==> src/rtl/ram_arbiter_pkg.sv <==
// Shared types and constants for the two-port RAM arbiter.
// Bus width, zero word, chip-enable levels and the FSM encoding live here.
package ram_arbiter_pkg;

    localparam int REG_W = 32;
    localparam logic [REG_W-1:0] ZERO_WORD = '0;
    localparam logic CHIP_ENABLE  = 1'b1;
    localparam logic CHIP_DISABLE = 1'b0;
    localparam logic [3:0] SEL_ALL = 4'b1111;

    typedef enum logic [1:0] {
        ARB_IDLE     = 2'b00,
        ARB_BUSY_IF  = 2'b01,
        ARB_BUSY_MEM = 2'b10,
        ARB_RELEASE  = 2'b11
    } arb_state_e;

    typedef enum logic {
        ARB_GRANT_IF  = 1'b0,
        ARB_GRANT_MEM = 1'b1
    } arb_grant_e;

    // Latched copy of the winning request, driven onto the adapter.
    typedef struct packed {
        logic             we;
        logic [3:0]       sel;
        logic [REG_W-1:0] addr;
        logic [REG_W-1:0] data;
    } ram_req_t;

endpackage

==> src/rtl/ram_arbiter.sv <==
// Shares one ram_adapter between the fetch port and the data port.
// One request at a time, data port first, a release cycle between grants.
module ram_arbiter
    import ram_arbiter_pkg::*;
#(
    parameter int TIMEOUT_CYCLES = 64
) (
    input  logic             clk,
    input  logic             rst,
    input  logic             if_ce_i,
    input  logic [REG_W-1:0] if_addr_i,
    output logic [REG_W-1:0] if_data_o,
    output logic             if_ready_o,
    input  logic             mem_ce_i,
    input  logic             mem_we_i,
    input  logic [3:0]       mem_sel_i,
    input  logic [REG_W-1:0] mem_addr_i,
    input  logic [REG_W-1:0] mem_data_i,
    output logic [REG_W-1:0] mem_data_o,
    output logic             mem_ready_o,
    output logic             ram_ce_o,
    output logic             ram_we_o,
    output logic [3:0]       ram_sel_o,
    output logic [REG_W-1:0] ram_addr_o,
    output logic [REG_W-1:0] ram_data_o,
    input  logic [REG_W-1:0] ram_data_i,
    input  logic             ram_ready_i,
    output logic             stallreq_o,
    output logic             timeout_o
);

    arb_state_e state, state_nxt;
    arb_grant_e port;
    ram_req_t   req, req_nxt;
    logic [7:0] cnt;
    logic       ce_nxt, if_rdy_nxt, mem_rdy_nxt, to_nxt;
    logic [REG_W-1:0] if_data_nxt, mem_data_nxt;
    logic       busy, cur_ce, expired;

    assign busy    = (state == ARB_BUSY_IF) || (state == ARB_BUSY_MEM);
    assign port    = (state == ARB_BUSY_MEM) ? ARB_GRANT_MEM : ARB_GRANT_IF;
    assign cur_ce  = (port == ARB_GRANT_MEM) ? mem_ce_i : if_ce_i;
    assign expired = (cnt == 8'(TIMEOUT_CYCLES - 1));

    always_ff @(posedge clk or posedge rst) begin
        if (rst) state <= ARB_IDLE;
        else     state <= state_nxt;
    end

    always_comb begin
        state_nxt = state;
        case (state)
            ARB_IDLE: begin
                if (mem_ce_i)     state_nxt = ARB_BUSY_MEM;
                else if (if_ce_i) state_nxt = ARB_BUSY_IF;
            end
            ARB_BUSY_IF, ARB_BUSY_MEM: begin
                if (ram_ready_i || !cur_ce || expired) state_nxt = ARB_RELEASE;
            end
            default: state_nxt = ARB_IDLE;
        endcase
    end

    // Next values of the registered outputs; ready beats abort beats timeout.
    always_comb begin
        req_nxt      = req;
        ce_nxt       = ram_ce_o;
        if_rdy_nxt   = 1'b0;
        mem_rdy_nxt  = 1'b0;
        to_nxt       = 1'b0;
        if_data_nxt  = ZERO_WORD;
        mem_data_nxt = ZERO_WORD;
        case (state)
            ARB_IDLE: begin
                if (mem_ce_i) begin
                    req_nxt = '{we: mem_we_i, sel: mem_sel_i, addr: mem_addr_i, data: mem_data_i};
                    ce_nxt  = CHIP_ENABLE;
                end else if (if_ce_i) begin
                    req_nxt = '{we: 1'b0, sel: SEL_ALL, addr: if_addr_i, data: ZERO_WORD};
                    ce_nxt  = CHIP_ENABLE;
                end
            end
            ARB_BUSY_IF, ARB_BUSY_MEM: begin
                if (ram_ready_i) begin
                    ce_nxt = CHIP_DISABLE;
                    if (port == ARB_GRANT_MEM) begin
                        mem_rdy_nxt  = 1'b1;
                        mem_data_nxt = req.we ? ZERO_WORD : ram_data_i;
                    end else begin
                        if_rdy_nxt  = 1'b1;
                        if_data_nxt = ram_data_i;
                    end
                end else if (!cur_ce) begin
                    ce_nxt = CHIP_DISABLE;
                end else if (expired) begin
                    ce_nxt = CHIP_DISABLE;
                    to_nxt = 1'b1;
                    if (port == ARB_GRANT_MEM) mem_rdy_nxt = 1'b1;
                    else                       if_rdy_nxt  = 1'b1;
                end
            end
            default: ce_nxt = CHIP_DISABLE;
        endcase
    end

    always_ff @(posedge clk or posedge rst) begin
        if (rst) begin
            req         <= '0;
            ram_ce_o    <= CHIP_DISABLE;
            if_ready_o  <= 1'b0;
            mem_ready_o <= 1'b0;
            timeout_o   <= 1'b0;
            if_data_o   <= ZERO_WORD;
            mem_data_o  <= ZERO_WORD;
        end else begin
            req         <= req_nxt;
            ram_ce_o    <= ce_nxt;
            if_ready_o  <= if_rdy_nxt;
            mem_ready_o <= mem_rdy_nxt;
            timeout_o   <= to_nxt;
            if_data_o   <= if_data_nxt;
            mem_data_o  <= mem_data_nxt;
        end
    end

    // Grant-age counter; saturates so a long wait can never alias back to zero.
    always_ff @(posedge clk or posedge rst) begin
        if (rst)                       cnt <= 8'd0;
        else if (state == ARB_IDLE)    cnt <= 8'd0;
        else if (busy && cnt != 8'hFF) cnt <= cnt + 8'd1;
    end

    assign ram_we_o   = req.we;
    assign ram_sel_o  = req.sel;
    assign ram_addr_o = req.addr;
    assign ram_data_o = req.data;

    assign stallreq_o = (mem_ce_i & ~mem_ready_o) | (if_ce_i & ~if_ready_o);

endmodule

==> config.mk <==
export PLATFORM = sky130hd
export DESIGN_NAME = ram_arbiter
export DESIGN_NICKNAME = d
export VERILOG_FILES = /design/src/rtl/ram_arbiter_pkg.sv /design/src/rtl/ram_arbiter.sv
export SDC_FILE = /design/constraint.sdc
export NUM_CORES = 1
export LEC_CHECK = 0
export ABC_CLOCK_PERIOD_IN_PS = 4500
export BUFFER_PORTS_ARGS = -buffer_cell sky130_fd_sc_hd__buf_2
export CORE_MARGIN = 2
export CORE_UTILIZATION = 46
export DETAILED_ROUTE_END_ITERATION = 10
export PLACE_DENSITY_LB_ADDON = 0.15
export SYNTH_ARGS = -nofsm -noshare
export SYNTH_HDL_FRONTEND = slang
export SYNTH_SLANG_ARGS = --single-unit
==> constraint.sdc <==
create_clock -name clk -period 4.5 [get_ports clk]
set_input_delay 0.225 -clock clk [delete_from_list [all_inputs] [get_ports clk]]
set_output_delay 0.225 -clock clk [all_outputs]
set_load 0.02 [all_outputs]
Yosys cells after proc, flatten, opt, wreduce, memory -nomap -nowiden

Cells that the tools add are included.

Bits in registers: 147
Input bits: 138
Output and inout bits: 138
Word-level logic and storage cells: 74

$add $sub $neg: 1
Equality and inequality tests: 7
Mux-type cells: 37
Bitwise operators: 5
Reductions and logical operators: 12

Operators with widths:

| operator                                                              | number |
|---|---|
| 32-bit 2-to-1 mux                                                     | 7 |
| 69-bit 2-to-1 mux                                                     | 2 |
| 1-bit 2-to-1 mux                                                      | 21 |
| 8-bit 2-to-1 mux                                                      | 2 |
| 8-bit by 1-bit adder with 8-bit output, second input constant         | 1 |
| 8-bit by 6-bit equality test with 1-bit output, second input constant | 1 |
| 8-bit inequality test, second input constant                          | 1 |
| 2-bit 2-to-1 mux                                                      | 3 |
| 2-bit AND reduction                                                   | 3 |
| 4-bit inequality test, second input constant                          | 1 |
| 2-bit one-hot mux with 2 select lines                                 | 1 |
| 2-bit nonzero test                                                    | 2 |
| 1-bit logical OR                                                      | 3 |
| 3-bit inequality test, second input constant                          | 1 |
| 1-bit AND                                                             | 2 |
| 2-bit by 1-bit equality test with 1-bit output, second input constant | 1 |
| 2-bit equality test, second input constant                            | 1 |
| 2-bit logical NOT                                                     | 1 |
| 2-bit inequality test, second input constant                          | 1 |
| 1-bit NOT                                                             | 2 |
| 1-bit one-hot mux with 2 select lines                                 | 1 |
| 2-bit OR reduction                                                    | 1 |
| 1-bit logical AND                                                     | 1 |
| 1-bit logical NOT                                                     | 1 |
| 1-bit bitwise OR                                                      | 1 |

Depth between registers and ports, before layout

Depth after elaboration: 8
Depth in mapped cells: 7
Depth with buffers taken out: 6

Least setup slack after synthesis

Ideal clock, no wire load.

Path type: reg2reg
From: reg state[1]
To: reg cnt[7]
Library setup time: 0.128 ns
Arrival: 1.482 ns
Required time: 4.372 ns
Path slack: 2.891 ns
Stages on the path, launching flop included: 7
Path buffers: 0
Period minus slack after synthesis: 1.609 ns
Cell sequence: dfrtp_1 inv_1 ha_1 and4_1 o21ai_2 nor3_1 mux2_1

Word-level cells in the longest chain between the ends: 4
Elaborated cells between the ends (all ways): 7
Classes of those cells: 2 x eq/ne; 1 x mux; 4 x reduce/logical

Ends and longest elaborated chain:

| what                                                                                         | RTL line           | text |
|---|---|---|
| from (decl)                                                                                  | ram_arbiter.sv:32  | `arb_state_e state, state_nxt;` |
| from (signal assigned)                                                                       | ram_arbiter.sv:47  | `else state <= state_nxt;` |
| 2-bit by 1-bit equality test with 1-bit output / 2-bit equality test (equally long branches) | ram_arbiter.sv:40  | `assign busy = (state == ARB_BUSY_IF) \|\| (state == ARB_BUSY_MEM);` |
| 1-bit logical OR                                                                             | ram_arbiter.sv:40  |  |
| 1-bit logical AND                                                                            | ram_arbiter.sv:130 | `else if (busy && cnt != 8'hFF) cnt <= cnt + 8'd1;` |
| 2-bit nonzero test (no line)                                                                 | n/a                |  |
| to (signal assigned)                                                                         | ram_arbiter.sv:130 |  |
| to (decl)                                                                                    | ram_arbiter.sv:35  | `logic [7:0] cnt;` |

Parallel ways exist; a longest one is shown, timed or not.
A chain may end at the register's enable or synchronous reset.

Worst setup path after layout

From: reg state[0]
To: reg state[1]

Word-level cells in the longest chain between the ends: 8
Elaborated cells between the ends (all ways): 13
Classes of those cells: 4 x eq/ne; 3 x mux; 6 x reduce/logical

Ends and longest elaborated chain:

| what                            | RTL line                             | text |
|---|---|---|
| 2-bit equality test             | ram_arbiter.sv:41, ram_arbiter.sv:52 |  |
| 1-bit 2-to-1 mux                | ram_arbiter.sv:41                    | `assign port = (state == ARB_BUSY_MEM) ? ARB_GRANT_MEM : ARB_GRANT_IF;` |
| 1-bit 2-to-1 mux                | ram_arbiter.sv:42                    | `assign cur_ce = (port == ARB_GRANT_MEM) ? mem_ce_i : if_ce_i;` |
| 1-bit logical NOT               | n/a                                  |  |
| 1-bit logical OR (2 in a row)   | ram_arbiter.sv:58                    | `if (ram_ready_i \|\| !cur_ce \|\| expired) state_nxt = ARB_RELEASE;` |
| 2-bit inequality test (no line) | n/a                                  |  |
| 2-bit AND reduction (no line)   | n/a                                  |  |

Parallel ways exist; a longest one is shown, timed or not.

==> summary.md <==
| Metric | Value |
|---|---|
| Vias/cell | `about 5.0` |
| Hold violation total from the final report | `33` |
| Maximum fanout encountered on the critical timing path | `34` |
| Pin count of the biggest net entering global routing | `91` |
| First-pass GRT wire length | `roughly 21000 um` |
| Final Slew Violations | `0` |
| Count of buffers added by post-CTS timing repair for setup | `0` |
| Crit-path cells | `inv_1 > ha_1 > and2_1 > o21bai_1 > mux2i_1` |
| Worst Tran Pin Value | `~1.2 ns` |
| Fraction of layout cells with a size suffix above 1 | `41.6%` |
| Hold buffer count at cts | `0` |
| Layout Skew | `0.00582 ns` |
| Proportion of power drawn by combinational gates | `between 30% and 40%` |
| Post-synthesis instance area | `between 5000 and 6000 um2` |
| Yosys reg bits | `approximately 150` |
| Worst hold slack after final layout | `-0.0408 ns` |
| Post-synthesis net count | `just over 600` |
| Number of routed nets with antenna violations | `0` |
| Highest cell delay on the worst timing path | `around 1.0 ns` |
| Cts repair resizes | `0` |
| Total inserted antenna cells | `0` |
| Average routed wire per standard cell | `15.4 um` |
| Final estimated routing congestion in global placement | `between 0.7 and 0.8` |
| First-pass DRT Iterations | `4` |
| RSZ-0062 raised after global routing | `no` |
| Max Fclk | `0.413 GHz` |
| Antenna violations before repair | `0` |
| Fill cells | `roughly 950` |
| Sequential fraction of the synthesis area | `roughly 66%` |
| Area of the core region | `about 12000 um2` |
| Layout overhead on the synthesized area | `37.3%` |
| Critical Path RT | `4.83 ns` |
| Most frequent cells in the layout | `sky130_fd_sc_hd__buf_2 (275), sky130_fd_sc_hd__dfrtp_1 (147), sky130_fd_sc_hd__nor2_1 (75), sky130_fd_sc_hd__nand2_1 (69)` |
| Synthesized instance count | `477` |
| Kind of cell adding the most delay to the critical path | `simple AND/OR/NAND/NOR gates` |
| Total power per unit cell area | `about 710 nW/um2` |
| I/O pin count | `between 200 and 300` |
| CTS Buf Count | `17` |
| HPWL after detailed placement | `around 10000 um` |
| Count of input and output buffers | `275` |
| Number of DRC violations after detailed routing | `0` |
| Std cell rows | `40` |
| Final setup TNS | `0 ns` |
| Switching portion of total power | `a little under two fifths` |
| Int Pwr | `approximately 3300 uW` |
| Worst-path cell with the longest stage delay | `sky130_fd_sc_hd__and2_1` |
| Worst min-delay path class | `primary input to asynchronous set/reset pin` |
| Kind of capture point of the worst setup path | `flip-flop` |
| Remaining global-route overflow | `0` |
| Number of distinct standard cells referenced by the synthesized netlist | `37` |
| Maximum count of clock buffers along a single path | `2` |
| Clock sink count | `147` |
| CTS Root Cell | `sky130_fd_sc_hd__clkbuf_16` |
| Crit path launch type | `flip-flop` |
| Post-Syn Area per Cell | `roughly 12 um2` |
| Most area-hungry cell type in the Yosys netlist | `sky130_fd_sc_hd__dfrtp_1` |
| Result of the run | `finished with violations` |
| Crit path DAT | `~2.8 ns` |
| Maximum level of the CTS H-tree | `4` |
| Number of vias after detailed routing | `about 4500` |
| Full die area | `around 13000 um2` |
| Worst Setup Path Type | `flip-flop to flip-flop` |
| Via count of the first global-routing pass | `4412` |
| Share of total power in the clock network | `around 26%` |
| Leading cell type in the layout, fill and taps excluded | `sky130_fd_sc_hd__buf_2` |
| Aggregate global-route resource usage | `21.5%` |
| Violations in the final reports | `hold timing` |
| Slack of the worst reg-to-reg path | `slightly above 2 ns` |
| Total wire length after detailed routing | `between 10000 and 15000 um` |
| Yosys warnings | `0` |
| Fraction of the cycle the final worst path needs | `a little over half` |
| Worst ir drop on vdd | `between 0.3 and 0.4 mV` |
| Finish-stage setup viols | `0` |
| Starting utilization of the core area | `46.8%` |
| Largest cells by area after synthesis | `sky130_fd_sc_hd__dfrtp_1 (66%), sky130_fd_sc_hd__mux2i_1 (6.3%), sky130_fd_sc_hd__a22o_1 (5.2%)` |
| Net total in the final layout | `~890` |
| Share of the synthesized area in the top cell type | `between 60 and 70%` |
| Sequential group share of total power | `between 30% and 40%` |
| Detailed Route Iter0 Violations | `approximately 360` |
| Net switching component of the power | `~2100 uW` |
| Clock-pin slew on the worst setup and hold paths | `~0.060 ns` |
| Die Height | `between 100 and 150 um` |
| Clock latency on the worst-skew pair | `between 0.4 and 0.5 ns` |
| Minimum period implied by the final worst setup slack | `~2.4 ns` |
| TritonCTS clock tree | `yes` |
| Static leakage power | `between 0.004 and 0.005 uW` |
| Sum of buffers and inverters on the critical path | `1` |
| Number of violations of the max-capacitance limit | `0` |
| Horiz. Die Dim | `roughly 110 um` |
| Max-slew headroom | `between 20% and 30%` |
worst register-to-register path: stages, from the launching register on:
cell and delay [ns]:
sky130_fd_sc_hd__dfrtp_1 0.39, sky130_fd_sc_hd__inv_1 0.09, sky130_fd_sc_hd__ha_1 0.55, sky130_fd_sc_hd__and2_1 1.01, sky130_fd_sc_hd__o21bai_1 0.11, sky130_fd_sc_hd__mux2i_1 0.18
synthesized netlist by cell type:
cell,n
sky130_fd_sc_hd__dfrtp_1,147
sky130_fd_sc_hd__nor2_1,75
sky130_fd_sc_hd__nand2_1,69
sky130_fd_sc_hd__o21ai_1,36
sky130_fd_sc_hd__mux2i_1,35
sky130_fd_sc_hd__a22o_1,33
sky130_fd_sc_hd__clkbuf_1,16
sky130_fd_sc_hd__buf_2,11
sky130_fd_sc_hd__inv_1,6
sky130_fd_sc_hd__a21oi_1,5
sky130_fd_sc_hd__o22a_1,5
sky130_fd_sc_hd__ha_1,4
sky130_fd_sc_hd__and2_1,3
sky130_fd_sc_hd__buf_4,3
sky130_fd_sc_hd__nand3b_1,3
sky130_fd_sc_hd__mux2_1,2
sky130_fd_sc_hd__nand2b_1,2
sky130_fd_sc_hd__nor2b_1,2
sky130_fd_sc_hd__xor2_1,2
sky130_fd_sc_hd__a211oi_1,1
sky130_fd_sc_hd__a211oi_2,1
sky130_fd_sc_hd__a21boi_1,1
sky130_fd_sc_hd__a21oi_2,1
sky130_fd_sc_hd__a311oi_1,1
sky130_fd_sc_hd__and3_1,1
sky130_fd_sc_hd__and4_1,1
sky130_fd_sc_hd__inv_2,1
sky130_fd_sc_hd__nand3_1,1
sky130_fd_sc_hd__nand4_1,1
sky130_fd_sc_hd__nor3_1,1
sky130_fd_sc_hd__nor3b_1,1
sky130_fd_sc_hd__nor4bb_4,1
sky130_fd_sc_hd__o21ai_2,1
sky130_fd_sc_hd__o21bai_1,1
sky130_fd_sc_hd__o22ai_1,1
sky130_fd_sc_hd__or3_1,1
sky130_fd_sc_hd__xnor2_1,1
final cells by class:
| class | count | area (um2) | share of cell area, % |
|---|---|---|---|
| Clock inverter | 9 | 129 | 1.68 |
| Multi-Input combinational cell | 293 | 1740 | 22.8 |
| Timing Repair Buffer | 281 | 1420 | 18.6 |
| Inverter | 7 | 31.3 | 0.409 |
| Clock buffer | 23 | 468 | 6.11 |
| Tap cell | 147 | 184 | 2.40 |
| Sequential cell | 147 | 3680 | 48.1 |
per-layer routing:
metal	track usage (%)	wire length, um	vias to the layer above
li1	-	-	2152
met4	9.02	385	0
met2	38.1	7260	185
met1	24.5	5400	2153
met5	0	0	-
met3	5.72	931	36
state kept, by name, summed over array words and instances, names as in the netlist:
name / count
cnt: 8
if_data_o: 32
if_ready_o: 1
mem_data_o: 32
mem_ready_o: 1
ram_addr_o: 32
ram_ce_o: 1
ram_data_o: 32
ram_sel_o: 4
ram_we_o: 1
state: 2
timeout_o: 1
final timing paths:
| check | startpoint | endpoint | cells after the start |
|---|---|---|---|
| hold reg to reg | ram_addr_o[20] | ram_addr_o[20] | 2 |
| max in group asynchronous | rst | mem_data_o[22] | 3 |
| min in group clk | mem_sel_i[2] | ram_sel_o[2] | 2 |
| hold / removal | rst | mem_data_o[24] | 2 |
| setup reg to reg | state[0] | state[1] | 5 |
| setup / recovery | state[0] | state[1] | 5 |
power by group through the flow:
stage                     combinational, uW  clock (uW)  sequential (uW)
after floorplan                         892           0             2440
after global placement                 2040           0             1940
after detailed placement               2090           0             1950
after CTS                              2100        1420             1930
after global routing                   2270        1490             1980
final                                  2080        1400             1930
cells by family (layout without fill, tap and decap cells):
logic type      after synthesis  after routing  synth area share (%)
compound gates               87             87                  10.9
buf+inv                      37            320                  2.94
simple gates                162            162                  12.1
xor+xnor                      3              3                 0.471
mux                          37             37                  6.69
fa+ha+maj                     4              4                 0.898
flops                       147            147                  66.0
through the flow:
step	util (%)	instances	setup slack, ns	instance area, um2	power, uW
2_1_floorplan	-	477	0.324	5570	3330
3_3_place_gp	59.3	875	2.16	7060	3980
3_5_place_dp	59.3	875	2.09	7060	4040
4_1_cts	64.3	907	2.07	7650	5450
5_1_grt	64.3	907	1.84	7650	5730
6_report	64.3	907	2.08	7650	5400
Note: power is estimated with default switching activity, not from simulation.
